==> src/rtl/wb_arb_pkg.sv <==
// Shared types, response encodings and the round-robin helper for the
// Wishbone round-robin arbiter.
package wb_arb_pkg;

    typedef enum logic {
        ARB_IDLE  = 1'b0,
        ARB_GRANT = 1'b1
    } arb_state_t;

    localparam logic [1:0] RETURN_ACK = 2'b01;
    localparam logic [1:0] RETURN_ERR = 2'b10;

    localparam int MAX_MASTERS = 8;

    typedef struct packed {
        arb_state_t  state;
        logic [2:0]  grant_idx;
        logic [3:0]  outstanding;
    } arb_dbg_t;

    // First set bit in req strictly after last, wrapping modulo n; last itself is checked last.
    function automatic logic [2:0] rr_next(input logic [7:0] req, input logic [2:0] last,
                                           input int n);
        logic [2:0] pick;
        logic       found;
        int         cand;
        pick  = last;
        found = 1'b0;
        for (int i = 1; i <= MAX_MASTERS; i++) begin
            cand = (int'(last) + i) % n;
            if (i <= n && !found && req[3'(cand)]) begin
                pick  = 3'(cand);
                found = 1'b1;
            end
        end
        return pick;
    endfunction

endpackage

==> src/rtl/wb_rr_pick.sv <==
// Combinational round-robin selector: picks the next requester after last_idx.
module wb_rr_pick
    import wb_arb_pkg::*;
#(
    parameter int N     = 2,
    parameter int IDX_W = 1
) (
    input  logic [N-1:0]     req,
    input  logic [IDX_W-1:0] last_idx,
    output logic [IDX_W-1:0] grant_idx,
    output logic             valid
);

    logic [2:0] pick;

    always_comb begin
        pick      = rr_next(8'(req), 3'(last_idx), N);
        grant_idx = IDX_W'(pick);
        valid     = |req;
    end

endmodule

==> src/rtl/wb_rr_arbiter.sv <==
// Round-robin Wishbone B4 arbiter (classic + pipelined), grant held for a whole CYC.
// Optional watchdog enabled with the WB_ARB_TIMEOUT_EN macro.
module wb_rr_arbiter
    import wb_arb_pkg::*;
#(
    parameter int NUM_MASTERS     = 2,
    parameter int ADDR_WIDTH      = 16,
    parameter int DATA_WIDTH      = 32,
    parameter int GRANULE         = 8,
    parameter int MAX_OUTSTANDING = 4,
    parameter int TIMEOUT_CYCLES  = 64,
    localparam int SEL_WIDTH      = DATA_WIDTH / GRANULE
) (
    input  logic                              clk_i,
    input  logic                              rst_ni,
    input  logic [NUM_MASTERS-1:0]            m_cyc_i,
    input  logic [NUM_MASTERS-1:0]            m_stb_i,
    input  logic [NUM_MASTERS-1:0]            m_we_i,
    input  logic [NUM_MASTERS*ADDR_WIDTH-1:0] m_adr_i,
    input  logic [NUM_MASTERS*DATA_WIDTH-1:0] m_dat_i,
    input  logic [NUM_MASTERS*SEL_WIDTH-1:0]  m_sel_i,
    output logic [DATA_WIDTH-1:0]             m_dat_o,
    output logic [NUM_MASTERS-1:0]            m_ack_o,
    output logic [NUM_MASTERS-1:0]            m_err_o,
    output logic [NUM_MASTERS-1:0]            m_stall_o,
    output logic                              s_cyc_o,
    output logic                              s_stb_o,
    output logic                              s_we_o,
    output logic [ADDR_WIDTH-1:0]             s_adr_o,
    output logic [DATA_WIDTH-1:0]             s_dat_o,
    output logic [SEL_WIDTH-1:0]              s_sel_o,
    input  logic [DATA_WIDTH-1:0]             s_dat_i,
    input  logic                              s_ack_i,
    input  logic                              s_err_i,
    input  logic                              s_stall_i,
    output arb_dbg_t                          dbg
);

    localparam int IDX_W = (NUM_MASTERS > 1) ? $clog2(NUM_MASTERS) : 1;
    localparam int CNT_W = $clog2(MAX_OUTSTANDING + 1);

    if (NUM_MASTERS < 2 || NUM_MASTERS > MAX_MASTERS || MAX_OUTSTANDING < 1 ||
        MAX_OUTSTANDING > 15 || TIMEOUT_CYCLES < 2) begin : g_param_check
        $error("wb_rr_arbiter: parameter out of range");
    end

    arb_state_t       state;
    logic [IDX_W-1:0] grant_idx;
    logic [IDX_W-1:0] last_idx;
    logic [IDX_W-1:0] pick_idx;
    logic             pick_valid;
    logic [CNT_W-1:0] outstanding;
    logic             g_cyc;
    logic             full;
    logic             active;
    logic             accept;
    logic             resp;
    logic             fire;
    logic             hold_off;

    wb_rr_pick #(.N(NUM_MASTERS), .IDX_W(IDX_W)) u_pick (
        .req       (m_cyc_i),
        .last_idx  (last_idx),
        .grant_idx (pick_idx),
        .valid     (pick_valid)
    );

    // Handshake: a strobe is accepted in any cycle with s_stb_o=1 and s_stall_i=0;
    // each accepted strobe is retired by exactly one s_ack_i or s_err_i.
    assign g_cyc  = m_cyc_i[grant_idx];
    assign full   = (outstanding == CNT_W'(MAX_OUTSTANDING));
    assign active = (state == ARB_GRANT) && g_cyc && !hold_off;
    assign accept = s_stb_o && !s_stall_i;
    assign resp   = active && (s_ack_i || s_err_i);

`ifdef WB_ARB_TIMEOUT_EN
    localparam int TO_W = $clog2(TIMEOUT_CYCLES + 1);

    logic [TO_W-1:0] to_cnt;
    logic            timed_out;

    assign hold_off = timed_out;
    assign fire     = active && (outstanding != '0) && !s_ack_i && !s_err_i &&
                      (to_cnt == TO_W'(TIMEOUT_CYCLES - 1));

    always_ff @(posedge clk_i or negedge rst_ni) begin
        if (!rst_ni) begin
            to_cnt    <= '0;
            timed_out <= 1'b0;
        end else if (state != ARB_GRANT || !g_cyc) begin
            to_cnt    <= '0;
            timed_out <= 1'b0;
        end else if (fire) begin
            to_cnt    <= '0;
            timed_out <= 1'b1;
        end else if (timed_out || outstanding == '0 || s_ack_i || s_err_i) begin
            to_cnt <= '0;
        end else begin
            to_cnt <= to_cnt + TO_W'(1);
        end
    end
`else
    assign hold_off = 1'b0;
    assign fire     = 1'b0;
`endif

    always_comb begin
        s_cyc_o   = active;
        s_stb_o   = active && m_stb_i[grant_idx] && !full;
        s_we_o    = active && m_we_i[grant_idx];
        s_adr_o   = active ? m_adr_i[grant_idx*ADDR_WIDTH +: ADDR_WIDTH] : '0;
        s_dat_o   = active ? m_dat_i[grant_idx*DATA_WIDTH +: DATA_WIDTH] : '0;
        s_sel_o   = active ? m_sel_i[grant_idx*SEL_WIDTH +: SEL_WIDTH] : '0;
        m_dat_o   = active ? s_dat_i : '0;
        m_ack_o   = '0;
        m_err_o   = '0;
        m_stall_o = '1;
        if (active) begin
            m_ack_o[grant_idx]   = s_ack_i;
            m_err_o[grant_idx]   = s_err_i || fire;
            m_stall_o[grant_idx] = s_stall_i || full;
        end
    end

    always_ff @(posedge clk_i or negedge rst_ni) begin
        if (!rst_ni) begin
            state       <= ARB_IDLE;
            grant_idx   <= '0;
            last_idx    <= IDX_W'(NUM_MASTERS - 1);
            outstanding <= '0;
        end else begin
            case (state)
                ARB_IDLE: begin
                    outstanding <= '0;
                    if (pick_valid) begin
                        grant_idx <= pick_idx;
                        state     <= ARB_GRANT;
                    end
                end
                ARB_GRANT: begin
                    if (!g_cyc) begin
                        last_idx    <= grant_idx;
                        outstanding <= '0;
                        state       <= ARB_IDLE;
                    end else if (fire) begin
                        outstanding <= '0;
                    end else if (accept && !resp) begin
                        outstanding <= outstanding + CNT_W'(1);
                    end else if (resp && !accept && outstanding != '0) begin
                        // A stray response at zero is forwarded but never underflows the count.
                        outstanding <= outstanding - CNT_W'(1);
                    end
                end
                default: state <= ARB_IDLE;
            endcase
        end
    end

    always_comb begin
        dbg             = '0;
        dbg.state       = state;
        dbg.grant_idx   = 3'(grant_idx);
        dbg.outstanding = 4'(outstanding);
    end

endmodule

==> config.mk <==
export PLATFORM = sky130hd
export DESIGN_NAME = wb_rr_arbiter
export DESIGN_NICKNAME = d
export VERILOG_FILES = /design/src/rtl/wb_arb_pkg.sv /design/src/rtl/wb_rr_pick.sv /design/src/rtl/wb_rr_arbiter.sv
export SDC_FILE = /design/constraint.sdc
export NUM_CORES = 1
export LEC_CHECK = 0
export ABC_CLOCK_PERIOD_IN_PS = 2700
export BUFFER_PORTS_ARGS = -buffer_cell sky130_fd_sc_hd__clkbuf_2
export CAP_MARGIN = 15
export CORE_AREA = 2 2 95 97
export DETAILED_ROUTE_END_ITERATION = 8
export DIE_AREA = 0 0 97 99
export PLACE_DENSITY = 0.55
export SLEW_MARGIN = 40
export SYNTH_ARGS = -nofsm -noshare
export SYNTH_HDL_FRONTEND = slang
export SYNTH_SLANG_ARGS = --single-unit
==> constraint.sdc <==
create_clock -name clk_i -period 2.7 [get_ports clk_i]
set_clock_uncertainty 0.1 [all_clocks]
set_input_delay 0.54 -clock clk_i [delete_from_list [all_inputs] [get_ports clk_i]]
set_output_delay 0.54 -clock clk_i [all_outputs]
set_load 0.01 [all_outputs]
Word level (Yosys, flattened, before mapping)

Index checks and enable logic that the tools add are counted.

Bits in registers: 6
Input port bits: 147
Output and inout port bits: 101
Word-level logic and storage cells: 78

Add/subtract/negate cells: 4
Order comparisons: 4
Eq/ne operators: 2
Shifts and indexed selects: 3
Multiplexer cells: 31
Bitwise operators: 8
Reductions and logical operators: 22

Operators with widths:

| operator                                                                | count |
|---|---|
| 32-bit two-way mux                                                      | 2 |
| 64-bit by 7-bit indexed part select with 32-bit output                  | 1 |
| 32-bit by 6-bit indexed part select with 16-bit output                  | 1 |
| 1-bit two-way mux                                                       | 16 |
| 16-bit two-way mux                                                      | 1 |
| 1-bit logical AND                                                       | 11 |
| 2-bit by 5-bit < comparator with 1-bit output, second input constant    | 2 |
| 3-bit two-way mux                                                       | 3 |
| 8-bit by 4-bit indexed part select with 4-bit output                    | 1 |
| 2-bit two-way mux                                                       | 3 |
| 3-bit one-hot mux with 2 select lines                                   | 1 |
| 1-bit zero test                                                         | 5 |
| 2-bit bitwise AND                                                       | 2 |
| 1-bit binary-select mux with 2-bit select                               | 2 |
| 4-bit two-way mux                                                       | 1 |
| 4-bit by 2-bit inequality test with 1-bit output, second input constant | 1 |
| 2-bit AND reduction                                                     | 2 |
| 3-bit by 1-bit adder with 3-bit output, second input constant           | 1 |
| 3-bit == test, second input constant                                    | 1 |
| 3-bit nonzero test                                                      | 1 |
| 3-bit by 1-bit subtractor with 3-bit output, second input constant      | 1 |
| 1-bit adder, second input constant                                      | 2 |
| 1-bit bitwise AND, first input constant                                 | 2 |
| 1-bit logical OR                                                        | 2 |
| 8 further kinds                                                         | 9 |

Logic depth before layout (Yosys ltp)

Gate-level depths: netlist of run 1.

Depth after elaboration: 13
Gate-level depth with buffers: 9
Depth with buffers taken out: 8

Cells and area by module

Synthesis of run 1 repeated with hierarchy kept, for this count alone.

Cell total of the unflattened synthesis: 161
Area, all modules: 1,246.2 µm²

By module, submodules not included:

| module        | instances | cells an instance | area each (µm²) | seq. area each (µm²) |
|---|---|---|---|---|
| wb_rr_arbiter | 1         | 158               | 1,231.2         | 151.4 |
| wb_rr_pick    | 1         | 3                 | 15.0            | 0.0 |

Least setup slack after synthesis of run 1

No wires, ideal clock.

Path kind: input-to-output
Start: in m_cyc_i[1]
End: out s_adr_o[12]
Data arrival time: 1.511 ns
Data required time: 2.060 ns
Slack: 0.549 ns
Stages: 5
Path buffers: 2
Path through: mux2i_1 -> nor3_1 -> buf_2 -> buf_2 -> a22o_1

Word-level cells in the longest chain between the ends: 4

Ends and longest elaborated chain:

| what                                                  | RTL line             | text |
|---|---|---|
| start, declared                                       | wb_rr_arbiter.sv:16  | `input logic [NUM_MASTERS-1:0] m_cyc_i,` |
| 1-bit two-way mux (implied by the code) (2 in series) | wb_rr_arbiter.sv:70  | `assign g_cyc = m_cyc_i[grant_idx];` |
| 1-bit logical AND                                     | wb_rr_arbiter.sv:72  | `assign active = (state == ARB_GRANT) && g_cyc && !hold_off;` |
| 16-bit two-way mux                                    | wb_rr_arbiter.sv:111 | `s_adr_o = active ? m_adr_i[grant_idx*ADDR_WIDTH +: ADDR_WIDTH] : '0;` |
| end, declared                                         | wb_rr_arbiter.sv:29  | `output logic [ADDR_WIDTH-1:0] s_adr_o,` |

Every way passes these cells. The select of a mux whose other input is x is not followed.

Worst setup path after layout of run 1

Start: reg grant_idx
End: out s_dat_o[31]

Word-level cells in the longest chain between the ends: 4
Elaborated cells between the ends (all ways): 5
Those cells by class: shift: 1; mux: 3; reduce/logical: 1

Ends and longest elaborated chain:

| what                                                                                           | RTL line             | text |
|---|---|---|
| start, declared                                                                                | wb_rr_arbiter.sv:48  | `logic [IDX_W-1:0] grant_idx;` |
| start signal, assigned                                                                         | wb_rr_arbiter.sv:136 | `grant_idx <= pick_idx;` |
| branches (longest 3 deep; another with 64-bit by 7-bit indexed part select with 32-bit output) | -                    |  |
| 32-bit two-way mux (*)                                                                         | wb_rr_arbiter.sv:112 | `s_dat_o = active ? m_dat_i[grant_idx*DATA_WIDTH +: DATA_WIDTH] : '0;` |
| end, declared                                                                                  | wb_rr_arbiter.sv:30  | `output logic [DATA_WIDTH-1:0] s_dat_o,` |

Mark *: on every way between the ends. The select of a mux whose other input is x is not followed.

==> flow_summary.rst, run 1 <==
.. list-table::
   :header-rows: 1

   * - Metric
     - Value
   * - Maximum number of pins on one net before global-route repair
     - 53
   * - Share of total power in sequential cells
     - 0.118
   * - Warnings from Yosys
     - 0
   * - Synthesized area per cell
     - 7.71 um2
   * - Vias post-DR
     - 2192
   * - Maximum fanout encountered on the critical timing path
     - 13
   * - Initial core utilization
     - 0.144
   * - Routed len/inst
     - 13.9 um
   * - Area share of the leading cell type in the synthesized netlist
     - 0.376
   * - Category of cells accounting for the largest share of critical-path delay
     - flip-flops
   * - TritonCTS clock tree
     - yes
   * - Area delta synth->final
     - 111%
   * - Startpoint type of the worst setup path
     - register
   * - Core area
     - 8550 um2
   * - Number of buffers between clock root and the deepest sink
     - 2
   * - Number of design-rule violations left by the first detailed-router iteration
     - 31
   * - Minimum period implied by the final worst setup slack
     - 2.51 ns
   * - Gate Count Post-Synth
     - 160
   * - Power spent charging and discharging nets
     - 734 uW
   * - Number of pins exceeding their max-slew limit in the final report
     - 0
   * - Part of the Yosys area used for sequential elements
     - 0.123
   * - Basic-gate share of the synthesized area counting and, or, nand and nor cells
     - 0.267
   * - Detailed-router iteration count before antenna repair
     - 4
   * - Routed Antenna Nets
     - 0
   * - Combinational family with the most area after synthesis
     - compound AO/OA/AOI/OAI gates
   * - Largest voltage drop on the vdd net
     - 0.268 mV
   * - Share of layout cells above drive strength 1
     - 0.655
   * - Count of unique library cells instantiated by Yosys
     - 32
   * - Final core utilization
     - 0.305
   * - Type of the worst setup path
     - register to output pin
   * - Drt drc
     - 0
   * - Chip width
     - 97 um
   * - Aggregate routed wire length
     - 6.98 mm
   * - Worst setup slack after placement
     - 0.236 ns
   * - PD cells
     - 599 nW/um2
   * - Antenna violations before repair
     - 0
   * - Req. time, crit path
     - 2.06 ns
   * - Area fraction in compound gates after synthesis
     - 0.441
   * - Overflow left after global routing
     - 0
   * - Ranking of synthesized cells by area
     - a22o_1 (38%), and2_1 (18%), dfrtp_1 (10%)
   * - Boundary Pins
     - 248
   * - Most common library cells after synthesis
     - a22o_1 (53), and2_1 (36), clkbuf_1 (10)
   * - Clock Latency Late Sink
     - 0.22 ns
   * - Die area
     - 9600 um2
   * - Number of buffer cells added on primary ports
     - 244
   * - Clock-pin slew on the worst setup and hold paths
     - 0.04 ns
   * - Final RePlAce weighted congestion
     - 0.862
   * - Clock tree sinks
     - 6
   * - Clock share of power
     - 0.087
   * - Count of flip-flops with a built-in enable after synthesis
     - 0
   * - Dpl cell area
     - 2550 um2
   * - Highest clock frequency the design can meet
     - 398 MHz
   * - Setup Fix Bufs, Post-CTS
     - 0
   * - Number of antenna repair diodes
     - 0
   * - Post-synth design cell area
     - 1230 um2
   * - Post-detailed-placement half-perimeter wirelength
     - 6.11 mm
   * - Internal Power
     - 827 uW
   * - Vias in the first global route
     - 2079
   * - Wire length of the first global-routing pass
     - 10.3 mm
   * - Hold violation total from the final report
     - 0
   * - Final critical-path share of the clock period
     - 0.930
   * - Unrepaired setup endpoints after global routing
     - false
   * - Crit path arrival time
     - 1.87 ns
   * - Total negative slack
     - 0 ns
   * - Parity-gate share of the synthesized area counting xor and xnor cells
     - 0.0142
   * - Slowest Stage Delay on Critical Path
     - 0.50 ns
   * - Setup violation total in the final timing report
     - 0
   * - Part of the total power dissipated in combinational logic
     - 0.795
   * - Kind of path behind the tightest hold check
     - input port to async pin
   * - Library cell contributing the largest single delay on the critical path
     - dfrtp_1
   * - Switching part of the total power
     - 0.470
   * - GRT Overall Usage
     - 0.130
   * - Mux contribution to synthesized area
     - 0.0335
   * - Number of buffers inserted during clock tree synthesis
     - 3
   * - Run status
     - finished, final reports clean
   * - Post-CTS Hold Fix Bufs
     - 0
   * - Most frequently used flop master after synthesis
     - dfrtp_1
   * - Leak Pwr
     - 0.00159 uW
   * - Core Rows
     - 34
   * - Number of storage elements in the synthesis netlist
     - 6
   * - Minimum setup slack in the final design
     - 0.188 ns
   * - Count of H-tree levels built during CTS
     - 1
   * - Chip Height
     - 99 um
   * - Count of max-cap constraint violations
     - 0
   * - Number of buffers and inverters on the critical path
     - 2
   * - Area leader, netlist
     - a22o_1
   * - Post-CTS resize count
     - 0
   * - Most numerous cell in the Yosys netlist
     - a22o_1
   * - Routed via count divided by cell count
     - 4.37
   * - Critical path cell sequence
     - mux2i_2, nor3_2, buf_4, a22o_1, clkbuf_2
   * - Root Buffer
     - clkbuf_8
   * - Sort of element at the end of the critical path
     - output pin
   * - Share of synthesized cell area in full adder, half adder and majority cells
     - 0.0162
   * - Total non-filler cell area in the finished layout
     - 2600 um2
   * - Net count of the finished layout
     - 543
   * - Ys async rst share
     - 1.00
[path summary, 6_finish.rpt]
kind                            startpoint        endpoint  slack (ns)  cells past startpoint
worst max-delay path             grant_idx     s_dat_o[31]        0.19                      5
worst min-delay path                rst_ni  outstanding[0]        0.04                      1
worst max register to register   grant_idx  outstanding[1]        0.51                      6
worst min register to register    last_idx        last_idx        0.40                      2
max in group asynchronous           rst_ni        last_idx        2.23                      1
min in group clk_i                last_idx        last_idx        0.40                      2
[sequential cells by signal, indices dropped and copies added (netlist names)]
name and count:
last_idx 1, grant_idx 1, state 1, outstanding 3
[per-stage QoR]
| stage | hold WS, ns | power (uW) | std cells |
|---|---|---|---|
| detailed placement | 0.273 | 1430 | 498 |
| global route | 0.0405 | 1700 | 502 |
| floorplan | 0.144 | 916 | 162 |
| global placement | 0.271 | 1420 | 498 |
| finish | 0.0392 | 1560 | 502 |
| CTS | 0.0409 | 1580 | 502 |
[layer usage]
metal / vias up / wire length (um) / GRT usage
li1: 1059 / - / -
met1: 978 / 2620 / 0.149
met2: 151 / 3560 / 0.241
met3: 4 / 743 / 0.0383
met4: 0 / 58 / 0.0228
met5: - / 0 / 0
[power groups by stage]
stage | Clock [uW] | Sequential [uW] | Combinational [uW]
5_1_grt | 149 | 192 | 1360
6_report | 136 | 185 | 1240
4_1_cts | 140 | 184 | 1250
2_1_floorplan | 0 | 173 | 743
3_3_place_gp | 0 | 184 | 1230
3_5_place_dp | 0 | 185 | 1250
[area by class of cell]
type                            instances  area, um2
Fill cell                             985       5950
Timing Repair Buffer                  249       1280
Multi-Input combinational cell        131        973
Sequential cell                         6        151
Tap cell                              108        135
Clock buffer                            4       45.0
Inverter                                4       15.0
[cell families (layout without fill, tap and decap cells)]
group,Yosys count,in the layout
AO/OA/AOI/OAI,64,64
XOR/XNOR,2,2
adder cells (fa/ha/maj),1,1
buffers and inverters,25,257
flip-flops,6,6
multiplexers,4,4
other,1,3
AND/OR/NAND/NOR,57,57
[placed cells by master (no fill, tap or decap)]
cell type	synthesis	routed
or3_1	1	1
and3_1	2	1
or4_1	1	1
and2_1	36	36
buf_4	5	3
and4_1	1	1
a32o_1	1	1
nand2_1	6	6
buf_12	0	2
clkinv_1	1	1
clkbuf_8	0	3
a22o_1	53	53
xnor2_1	1	1
conb_1	1	3
inv_1	3	3
a31oi_1	1	1
a21oi_1	3	3
nand3_1	1	1
clkbuf_1	10	1
nor2_1	5	5
nor3_2	0	1
mux2i_1	3	2
and3_2	0	1
nand3b_1	1	1
mux2i_2	0	1
nor3_1	3	2
o21ba_1	1	1
xor2_1	1	1
fa_1	1	1
dfrtp_1	5	5
mux2_2	1	1
dfstp_2	1	1
a21boi_0	1	1
clkbuf_2	0	244
o21ai_0	3	3
o311ai_2	1	1
[worst register-to-register path: stages, from the launching register on]
cell,delay [ns]
dfrtp_1,0.47
nand3b_1,0.20
a21oi_1,0.27
and3_1,0.22
fa_1,0.42
mux2_2,0.27
nor3_1,0.15
(Power assumes the default switching activity.)
==> run 2: changes to the inputs <==
==> config.mk (replaced) <==
export PLATFORM = sky130hd
export DESIGN_NAME = wb_rr_arbiter
export DESIGN_NICKNAME = d
export VERILOG_FILES = /design/src/rtl/wb_arb_pkg.sv /design/src/rtl/wb_rr_pick.sv /design/src/rtl/wb_rr_arbiter.sv
export SDC_FILE = /design/constraint.sdc
export NUM_CORES = 1
export LEC_CHECK = 0
export ABC_CLOCK_PERIOD_IN_PS = 2600
export CAP_MARGIN = 15
export CORE_AREA = 2 2 96 98
export DETAILED_ROUTE_END_ITERATION = 8
export DIE_AREA = 0 0 98 100
export DONT_BUFFER_PORTS = 1
export PLACE_DENSITY = 0.3
export SLEW_MARGIN = 40
export SYNTH_ARGS = -nofsm -noshare
export SYNTH_HDL_FRONTEND = slang
export SYNTH_SLANG_ARGS = --single-unit
==> constraint.sdc (replaced) <==
create_clock -name clk_i -period 2.6 [get_ports clk_i]
set_clock_uncertainty 0.1 [all_clocks]
set_input_delay 0.52 -clock clk_i [delete_from_list [all_inputs] [get_ports clk_i]]
set_output_delay 0.52 -clock clk_i [all_outputs]
set_load 0.01 [all_outputs]
==> flow_summary.rst, run 2 (synthesized netlist as in run 1, its figures left out) <==
.. list-table::
   :header-rows: 1

   * - Metric
     - Value
   * - Die area
     - 9800 um2 (+2.1%)
   * - Count of max-cap constraint violations
     - 0 (unchanged)
   * - Highest clock frequency the design can meet
     - 404 MHz
   * - Switching part of the total power
     - 0.516 (+0.0457)
   * - Clock Latency Late Sink
     - 0.22 ns (about the same)
   * - Vias post-DR
     - 1331 (-39%)
   * - Antenna violations before repair
     - 0 (unchanged)
   * - Maximum number of pins on one net before global-route repair
     - 54 (+1.9%)
   * - PD cells
     - 908 nW/um2 (+51%)
   * - Leak Pwr
     - 0.000582 uW (-63%)
   * - Flip-flop count of the largest register after layout
     - 3 (unchanged)
   * - GRT Overall Usage
     - 0.106 (-0.0240)
   * - Part of the total power dissipated in combinational logic
     - 0.753 (-0.042)
   * - Clock-pin slew on the worst setup and hold paths
     - 0.03 ns (about the same)
   * - Power spent charging and discharging nets
     - 684 uW (-6.8%)
   * - Commonest non-fill, non-tap cells in the layout
     - a22o_1 (53), and2_1 (36), buf_4 (8), nand2_1 (6)
   * - Worst setup slack after placement
     - 0.311 ns (+0.0752 ns)
   * - Final core utilization
     - 0.164 (-0.140)
   * - Final critical-path share of the clock period
     - 0.952
   * - Final RePlAce weighted congestion
     - 0.735 (-15%)
   * - Number of pins exceeding their max-slew limit in the final report
     - 0 (unchanged)
   * - Largest voltage drop on the vdd net
     - 0.283 mV (+5.3%)
   * - Library cell contributing the largest single delay on the critical path
     - dfrtp_1
   * - Number of antenna repair diodes
     - 0 (unchanged)
   * - Critical path cell sequence
     - buf_4, mux2i_2, nor3_4, buf_4, a22o_1, buf_12
   * - Sort of element at the end of the critical path
     - output pin
   * - Maximum fanout encountered on the critical timing path
     - 5 (-8)
   * - Total negative slack
     - 0 ns (unchanged)
   * - Crit path arrival time
     - 1.85 ns (-0.02 ns)
   * - Routed via count divided by cell count
     - 4.97 (+14%)
   * - Post-detailed-placement half-perimeter wirelength
     - 5.33 mm (-13%)
   * - Leading cell type in the layout, fill and taps excluded
     - a22o_1
   * - Number of buffers between clock root and the deepest sink
     - 2 (unchanged)
   * - Chip Height
     - 100 um (+1.0%)
   * - Share of total power in sequential cells
     - 0.138 (+0.020)
   * - Number of design-rule violations left by the first detailed-router iteration
     - 26 (-16%)
   * - Internal Power
     - 642 uW (-22%)
   * - Number of buffers inserted during clock tree synthesis
     - 3 (unchanged)
   * - Register ranked first by flip-flop count
     - outstanding
   * - Detailed-router iteration count before antenna repair
     - 4 (unchanged)
   * - Req. time, crit path
     - 1.98 ns (-0.08 ns)
   * - TritonCTS clock tree
     - yes
   * - Minimum period implied by the final worst setup slack
     - 2.47 ns
   * - Setup violation total in the final timing report
     - 0 (unchanged)
   * - Layout fillers
     - 1003 (+1.8%)
   * - Cell seen most often among critical-path stages
     - buf_4
   * - Area delta synth->final
     - 18.4%
   * - Slowest Stage Delay on Critical Path
     - 0.45 ns (-0.05 ns)
   * - Type of the worst setup path
     - register to output pin
   * - Chip width
     - 98 um (+1.0%)
   * - Run status
     - finished, final reports clean
   * - Kind of path behind the tightest hold check
     - input port to async pin
   * - Hold violation total from the final report
     - 0 (unchanged)
   * - Clock share of power
     - 0.109 (+0.022)
   * - Number of buffer cells added on primary ports
     - 0 (-100%)
   * - Aggregate routed wire length
     - 6.12 mm (-12%)
   * - Minimum setup slack in the final design
     - 0.126 ns (-0.0628 ns)
   * - Routed Antenna Nets
     - 0 (unchanged)
   * - Root Buffer
     - clkbuf_8
   * - Startpoint type of the worst setup path
     - register
   * - Net count of the finished layout
     - 306 (-44%)
   * - Routed len/inst
     - 22.8 um (+64%)
   * - Number of buffers and inverters on the critical path
     - 3 (+1)
   * - Wire length of the first global-routing pass
     - 7.65 mm (-26%)
   * - Count of H-tree levels built during CTS
     - 1 (unchanged)
   * - Boundary Pins
     - 248 (unchanged)
   * - Core area
     - 8890 um2 (+4.0%)
   * - Initial core utilization
     - 0.139 (-0.00550)
   * - Vias in the first global route
     - 1207 (-42%)
   * - Core Rows
     - 35 (+2.9%)
   * - Overflow left after global routing
     - 0 (unchanged)
   * - Drt drc
     - 0 (unchanged)
   * - Category of cells accounting for the largest share of critical-path delay
     - buffers and inverters
   * - Share of layout cells above drive strength 1
     - 0.127 (-0.527)
   * - Unrepaired setup endpoints after global routing
     - false
   * - Clock tree sinks
     - 6 (unchanged)
## run 2: cell count changes in the layout (fill, tap and decap cells not counted), sizes merged
cell and change:
clkbuf -244, buf +6, dlygate4sd3 +1
## run 2: per-layer routing
layer / track usage / routed length, um / part of all wire
met5: 0 / 0 / 0
met4: 0.0160 / 0 / 0
met3: 0.0202 / 657 / 0.11
met2: 0.218 / 3380 / 0.55
met1: 0.112 / 2080 / 0.34
## run 2: cell type report
cell class                 instances  area (um2)  share of cell area
timing repair buffer              12         130              0.0891
sequential                         6         151               0.104
clock buffer                       4        45.0              0.0308
tap                              111         139              0.0951
inverter                           4        15.0              0.0103
multi-input combinational        131         980               0.671
## run 2: metrics by stage
step | hold WS (ns) | cells | instance area [um2] | power [uW]
after floorplan | 0.124 | 162 | 1240 | 952
after global placement | 0.125 | 263 | 1400 | 1190
after detailed placement | 0.125 | 263 | 1400 | 1180
after CTS | 0.0391 | 268 | 1450 | 1340
after global routing | 0.0324 | 268 | 1460 | 1420
final | 0.0456 | 268 | 1460 | 1330
## run 2: worst paths after layout
kind / startpoint / depth (start not counted) / slack (ns) / endpoint
max: grant_idx / 6 / 0.13 / s_adr_o[0]
min: rst_ni / 0 / 0.05 / last_idx
max reg2reg: grant_idx / 6 / 0.44 / outstanding[1]
min reg2reg: last_idx / 2 / 0.38 / last_idx
max in group asynchronous: rst_ni / 1 / 1.69 / state
min in group clk_i: m_cyc_i[0] / 2 / 0.34 / last_idx
## run 2: power by group through the flow
| stage | Combinational, uW | Clock [uW] | Sequential [uW] |
|---|---|---|---|
| after detailed placement | 1000 | 0 | 184 |
| after floorplan | 772 | 0 | 180 |
| final | 999 | 145 | 183 |
| after global routing | 1080 | 156 | 190 |
| after CTS | 1010 | 150 | 183 |
| after global placement | 1010 | 0 | 184 |
## run 2: timing repair
item | in CTS | in global routing
gates resized for setup | 0 | 2
hold buffers | 1 | 0
endpoints found under the hold margin | 5 | 0
buffers inserted | 0 | 0
setup endpoints to repair | 0 | 4
## run 2: worst register-to-register path, cell delays in order (launching register included)
cell      delay (ns)
dfrtp_1         0.44
nand3b_1        0.20
a21oi_1         0.30
and3_1          0.22
fa_1            0.41
mux2_2          0.27
nor3_1          0.13
==> run 3: changes to the inputs <==
--- a/config.mk
+++ b/config.mk
@@ -5,13 +5,16 @@
 export SDC_FILE = /design/constraint.sdc
 export NUM_CORES = 1
 export LEC_CHECK = 0
+export ABC_AREA = 1
 export ABC_CLOCK_PERIOD_IN_PS = 2600
 export CAP_MARGIN = 15
-export CORE_AREA = 2 2 96 98
+export CELL_PAD_IN_SITES_DETAIL_PLACEMENT = 1
+export CELL_PAD_IN_SITES_GLOBAL_PLACEMENT = 1
+export CORE_AREA = 2 2 97 99
 export DETAILED_ROUTE_END_ITERATION = 8
-export DIE_AREA = 0 0 98 100
+export DIE_AREA = 0 0 99 101
 export DONT_BUFFER_PORTS = 1
-export PLACE_DENSITY = 0.3
+export PLACE_DENSITY = 0.45
 export SLEW_MARGIN = 40
 export SYNTH_ARGS = -nofsm -noshare
 export SYNTH_HDL_FRONTEND = slang
==> flow_summary.rst, run 3 <==
.. list-table::
   :header-rows: 1

   * - Metric
     - Value
   * - Largest voltage drop on the vdd net
     - 0.310 mV (+9.8%)
   * - Flip-flop count of the largest register after layout
     - 3 (unchanged)
   * - Ys async rst share
     - 1.00 (unchanged)
   * - Unrepaired setup endpoints after global routing
     - false
   * - Ranking of synthesized cells by area
     - a22o_2 (33%), inv_1 (12%), nor2_1 (10%)
   * - Number of storage elements in the synthesis netlist
     - 6 (unchanged)
   * - Share of synthesized cell area in full adder, half adder and majority cells
     - 0.0141 (-0.00211)
   * - Run status
     - finished, final reports clean
   * - Vias post-DR
     - 1489 (+12%)
   * - Parity-gate share of the synthesized area counting xor and xnor cells
     - 0.00618 (-0.00802)
   * - Hold violation total from the final report
     - 0 (unchanged)
   * - Wire length of the first global-routing pass
     - 8.08 mm (+5.6%)
   * - Highest clock frequency the design can meet
     - 408 MHz (+0.98%)
   * - Minimum period implied by the final worst setup slack
     - 2.45 ns (-0.0241 ns)
   * - Clock Latency Late Sink
     - 0.22 ns (about the same)
   * - Startpoint type of the worst setup path
     - register
   * - Vias in the first global route
     - 1397 (+16%)
   * - Warnings from Yosys
     - 0 (unchanged)
   * - Net count of the finished layout
     - 353 (+15%)
   * - Sort of element at the end of the critical path
     - output pin
   * - TritonCTS clock tree
     - yes
   * - Synthesized area per cell
     - 6.75 um2 (-12%)
   * - Maximum fanout encountered on the critical timing path
     - 54 (+49)
   * - Detailed-router iteration count before antenna repair
     - 4 (unchanged)
   * - Initial core utilization
     - 0.158 (+0.0191)
   * - Area fraction in compound gates after synthesis
     - 0.398 (-0.0431)
   * - Clock tree sinks
     - 6 (unchanged)
   * - Die area
     - 10000 um2 (+2.0%)
   * - Core Rows
     - 35 (unchanged)
   * - Count of flip-flops with a built-in enable after synthesis
     - 0 (unchanged)
   * - GRT Overall Usage
     - 0.105 (-0.00127)
   * - Total negative slack
     - 0 ns (unchanged)
   * - Worst setup slack after placement
     - 0.181 ns (-0.131 ns)
   * - Critical R2R Launch
     - grant_idx
   * - Leak Pwr
     - 0.000787 uW (+35%)
   * - Area delta synth->final
     - 6.27%
   * - Overflow left after global routing
     - 0 (unchanged)
   * - Combinational family with the most area after synthesis
     - compound AO/OA/AOI/OAI gates
   * - Number of design-rule violations left by the first detailed-router iteration
     - 21 (-19%)
   * - Boundary Pins
     - 248 (unchanged)
   * - Area leader, netlist
     - a22o_2
   * - Worst Hold Slack
     - 0.0460 ns (+0.000330 ns)
   * - Kind of path behind the tightest hold check
     - input port to async pin
   * - Register ranked first by flip-flop count
     - outstanding
   * - Basic-gate share of the synthesized area counting and, or, nand and nor cells
     - 0.225 (-0.0417)
   * - Most common library cells after synthesis
     - a22o_2 (47), inv_1 (45), nor2_1 (39)
   * - Routed via count divided by cell count
     - 4.73 (-4.8%)
   * - Commonest non-fill, non-tap cells in the layout
     - a22o_2 (47), inv_1 (45), nor2_1 (39), nand2_1 (22)
   * - Setup Fix Bufs, Post-CTS
     - 0 (unchanged)
   * - Routed Antenna Nets
     - 0 (unchanged)
   * - Aggregate routed wire length
     - 6.26 mm (+2.4%)
   * - Routed len/inst
     - 19.9 um (-13%)
   * - Post-detailed-placement half-perimeter wirelength
     - 5.47 mm (+2.5%)
   * - PD cells
     - 1200 nW/um2 (+32%)
   * - Chip Height
     - 101 um (+1.0%)
   * - Type of the worst setup path
     - register to output pin
   * - Crit path arrival time
     - 1.83 ns (-0.02 ns)
   * - Core area
     - 8980 um2 (+0.99%)
   * - Drt drc
     - 0 (unchanged)
   * - Layout fillers
     - 1116 (+11%)
   * - Worst Reg2Reg Path Length in Cells
     - 14 (+8)
   * - Number of pins exceeding their max-slew limit in the final report
     - 0 (unchanged)
   * - Leading cell type in the layout, fill and taps excluded
     - a22o_2
   * - Area share of the leading cell type in the synthesized netlist
     - 0.332 (-0.0444)
   * - Gate Count Post-Synth
     - 210 (+31%)
   * - Final critical-path share of the clock period
     - 0.942 (-0.00926)
   * - Clock-pin slew on the worst setup and hold paths
     - 0.04 ns (about the same)
   * - Capturing point of the worst reg2reg path
     - outstanding[2]
   * - Mux contribution to synthesized area
     - 0 (-0.0335)
   * - Number of buffer cells added on primary ports
     - 0 (unchanged)
   * - Root Buffer
     - clkbuf_8
   * - Count of max-cap constraint violations
     - 0 (unchanged)
   * - Final RePlAce weighted congestion
     - 0.695 (-5.4%)
   * - Maximum number of pins on one net before global-route repair
     - 55 (+1.9%)
   * - Count of H-tree levels built during CTS
     - 1 (unchanged)
   * - Post-synth design cell area
     - 1420 um2 (+15%)
   * - Number of buffers inserted during clock tree synthesis
     - 3 (unchanged)
   * - Number of buffers between clock root and the deepest sink
     - 2 (unchanged)
   * - Share of layout cells above drive strength 1
     - 0.328 (+0.201)
   * - Worst reg-to-reg setup slack
     - 0.53 ns (+0.09 ns)
   * - Count of unique library cells instantiated by Yosys
     - 25 (-22%)
   * - Setup violation total in the final timing report
     - 0 (unchanged)
   * - Minimum setup slack in the final design
     - 0.150 ns (+0.0241 ns)
   * - Number of antenna repair diodes
     - 0 (unchanged)
   * - Antenna violations before repair
     - 0 (unchanged)
   * - Part of the Yosys area used for sequential elements
     - 0.107 (-0.0159)
   * - Most numerous cell in the Yosys netlist
     - a22o_2
   * - Most frequently used flop master after synthesis
     - dfrtp_1
   * - Req. time, crit path
     - 1.98 ns (about the same)
   * - Chip width
     - 99 um (+1.0%)
==> run 3: where the power goes <==
part / switching (uW) / internal (uW)
sequential: 51.0 / 140
clock: 40.5 / 105
combinational: 974 / 495
==> run 3: cells by family after synthesis <==
logic type,Yosys count
AO/OA/AOI/OAI,60
XOR/XNOR,1
adder cells (fa/ha/maj),1
buffers and inverters,67
flip-flops,6
other,1
AND/OR/NAND/NOR,74
==> run 3: worst max-delay path by stage <==
stage | startpoint | endpoint | slack [ns] | depth (start not counted)
floorplan | m_cyc_i[1] | s_adr_o[0] | 0.56 | 8
CTS | grant_idx | s_dat_o[18] | 0.03 | 7
finish | grant_idx | s_dat_o[18] | 0.15 | 6
global route | grant_idx | s_dat_o[22] | 0.04 | 6
global placement | grant_idx | s_dat_o[18] | 0.24 | 6
detailed placement | grant_idx | s_dat_o[18] | 0.18 | 7
==> run 3: what timing repair did <==
action / 4_1_cts / 5_1_grt
setup endpoints to repair: 53 / 53
resized for setup: 2 / 3
hold buffers: 1 / 0
hold endpoints to repair: 5 / 0
==> run 3: layer usage <==
metal | track usage | up-vias | share of wire
met4 | 0.0169 | 0 | 0.0054
li1 | - | 673 | -
met5 | 0 | - | 0
met1 | 0.0908 | 665 | 0.30
met2 | 0.227 | 145 | 0.57
met3 | 0.0368 | 6 | 0.13
==> run 3: critical path, cell delays in order, from the launching register on <==
cell and delay [ns]:
dfrtp_2 0.46, nand2_1 0.17, nand2_1 0.11, nor2_4 0.18, nand2_2 0.13, inv_8 0.23, a22o_1 0.28
==> run 3: metrics by stage <==
step / power (uW) / util / instances / area [um2]
floorplan: 1530 / - / 212 / 1430
global placement: 1640 / 0.160 / 310 / 1440
detailed placement: 1660 / 0.160 / 310 / 1440
CTS: 1830 / 0.167 / 315 / 1500
global route: 1950 / 0.168 / 315 / 1510
finish: 1810 / 0.168 / 315 / 1510
==> run 3: area by class of cell <==
class                   instances  area, um2  share of cell area
well taps                     111        139              0.0922
multi-input cells             139        923               0.613
clock buffers                   4       45.0              0.0299
flip-flops and latches          6        153               0.101
repair buffers                  6       47.5              0.0316
inverters                      49        199               0.132
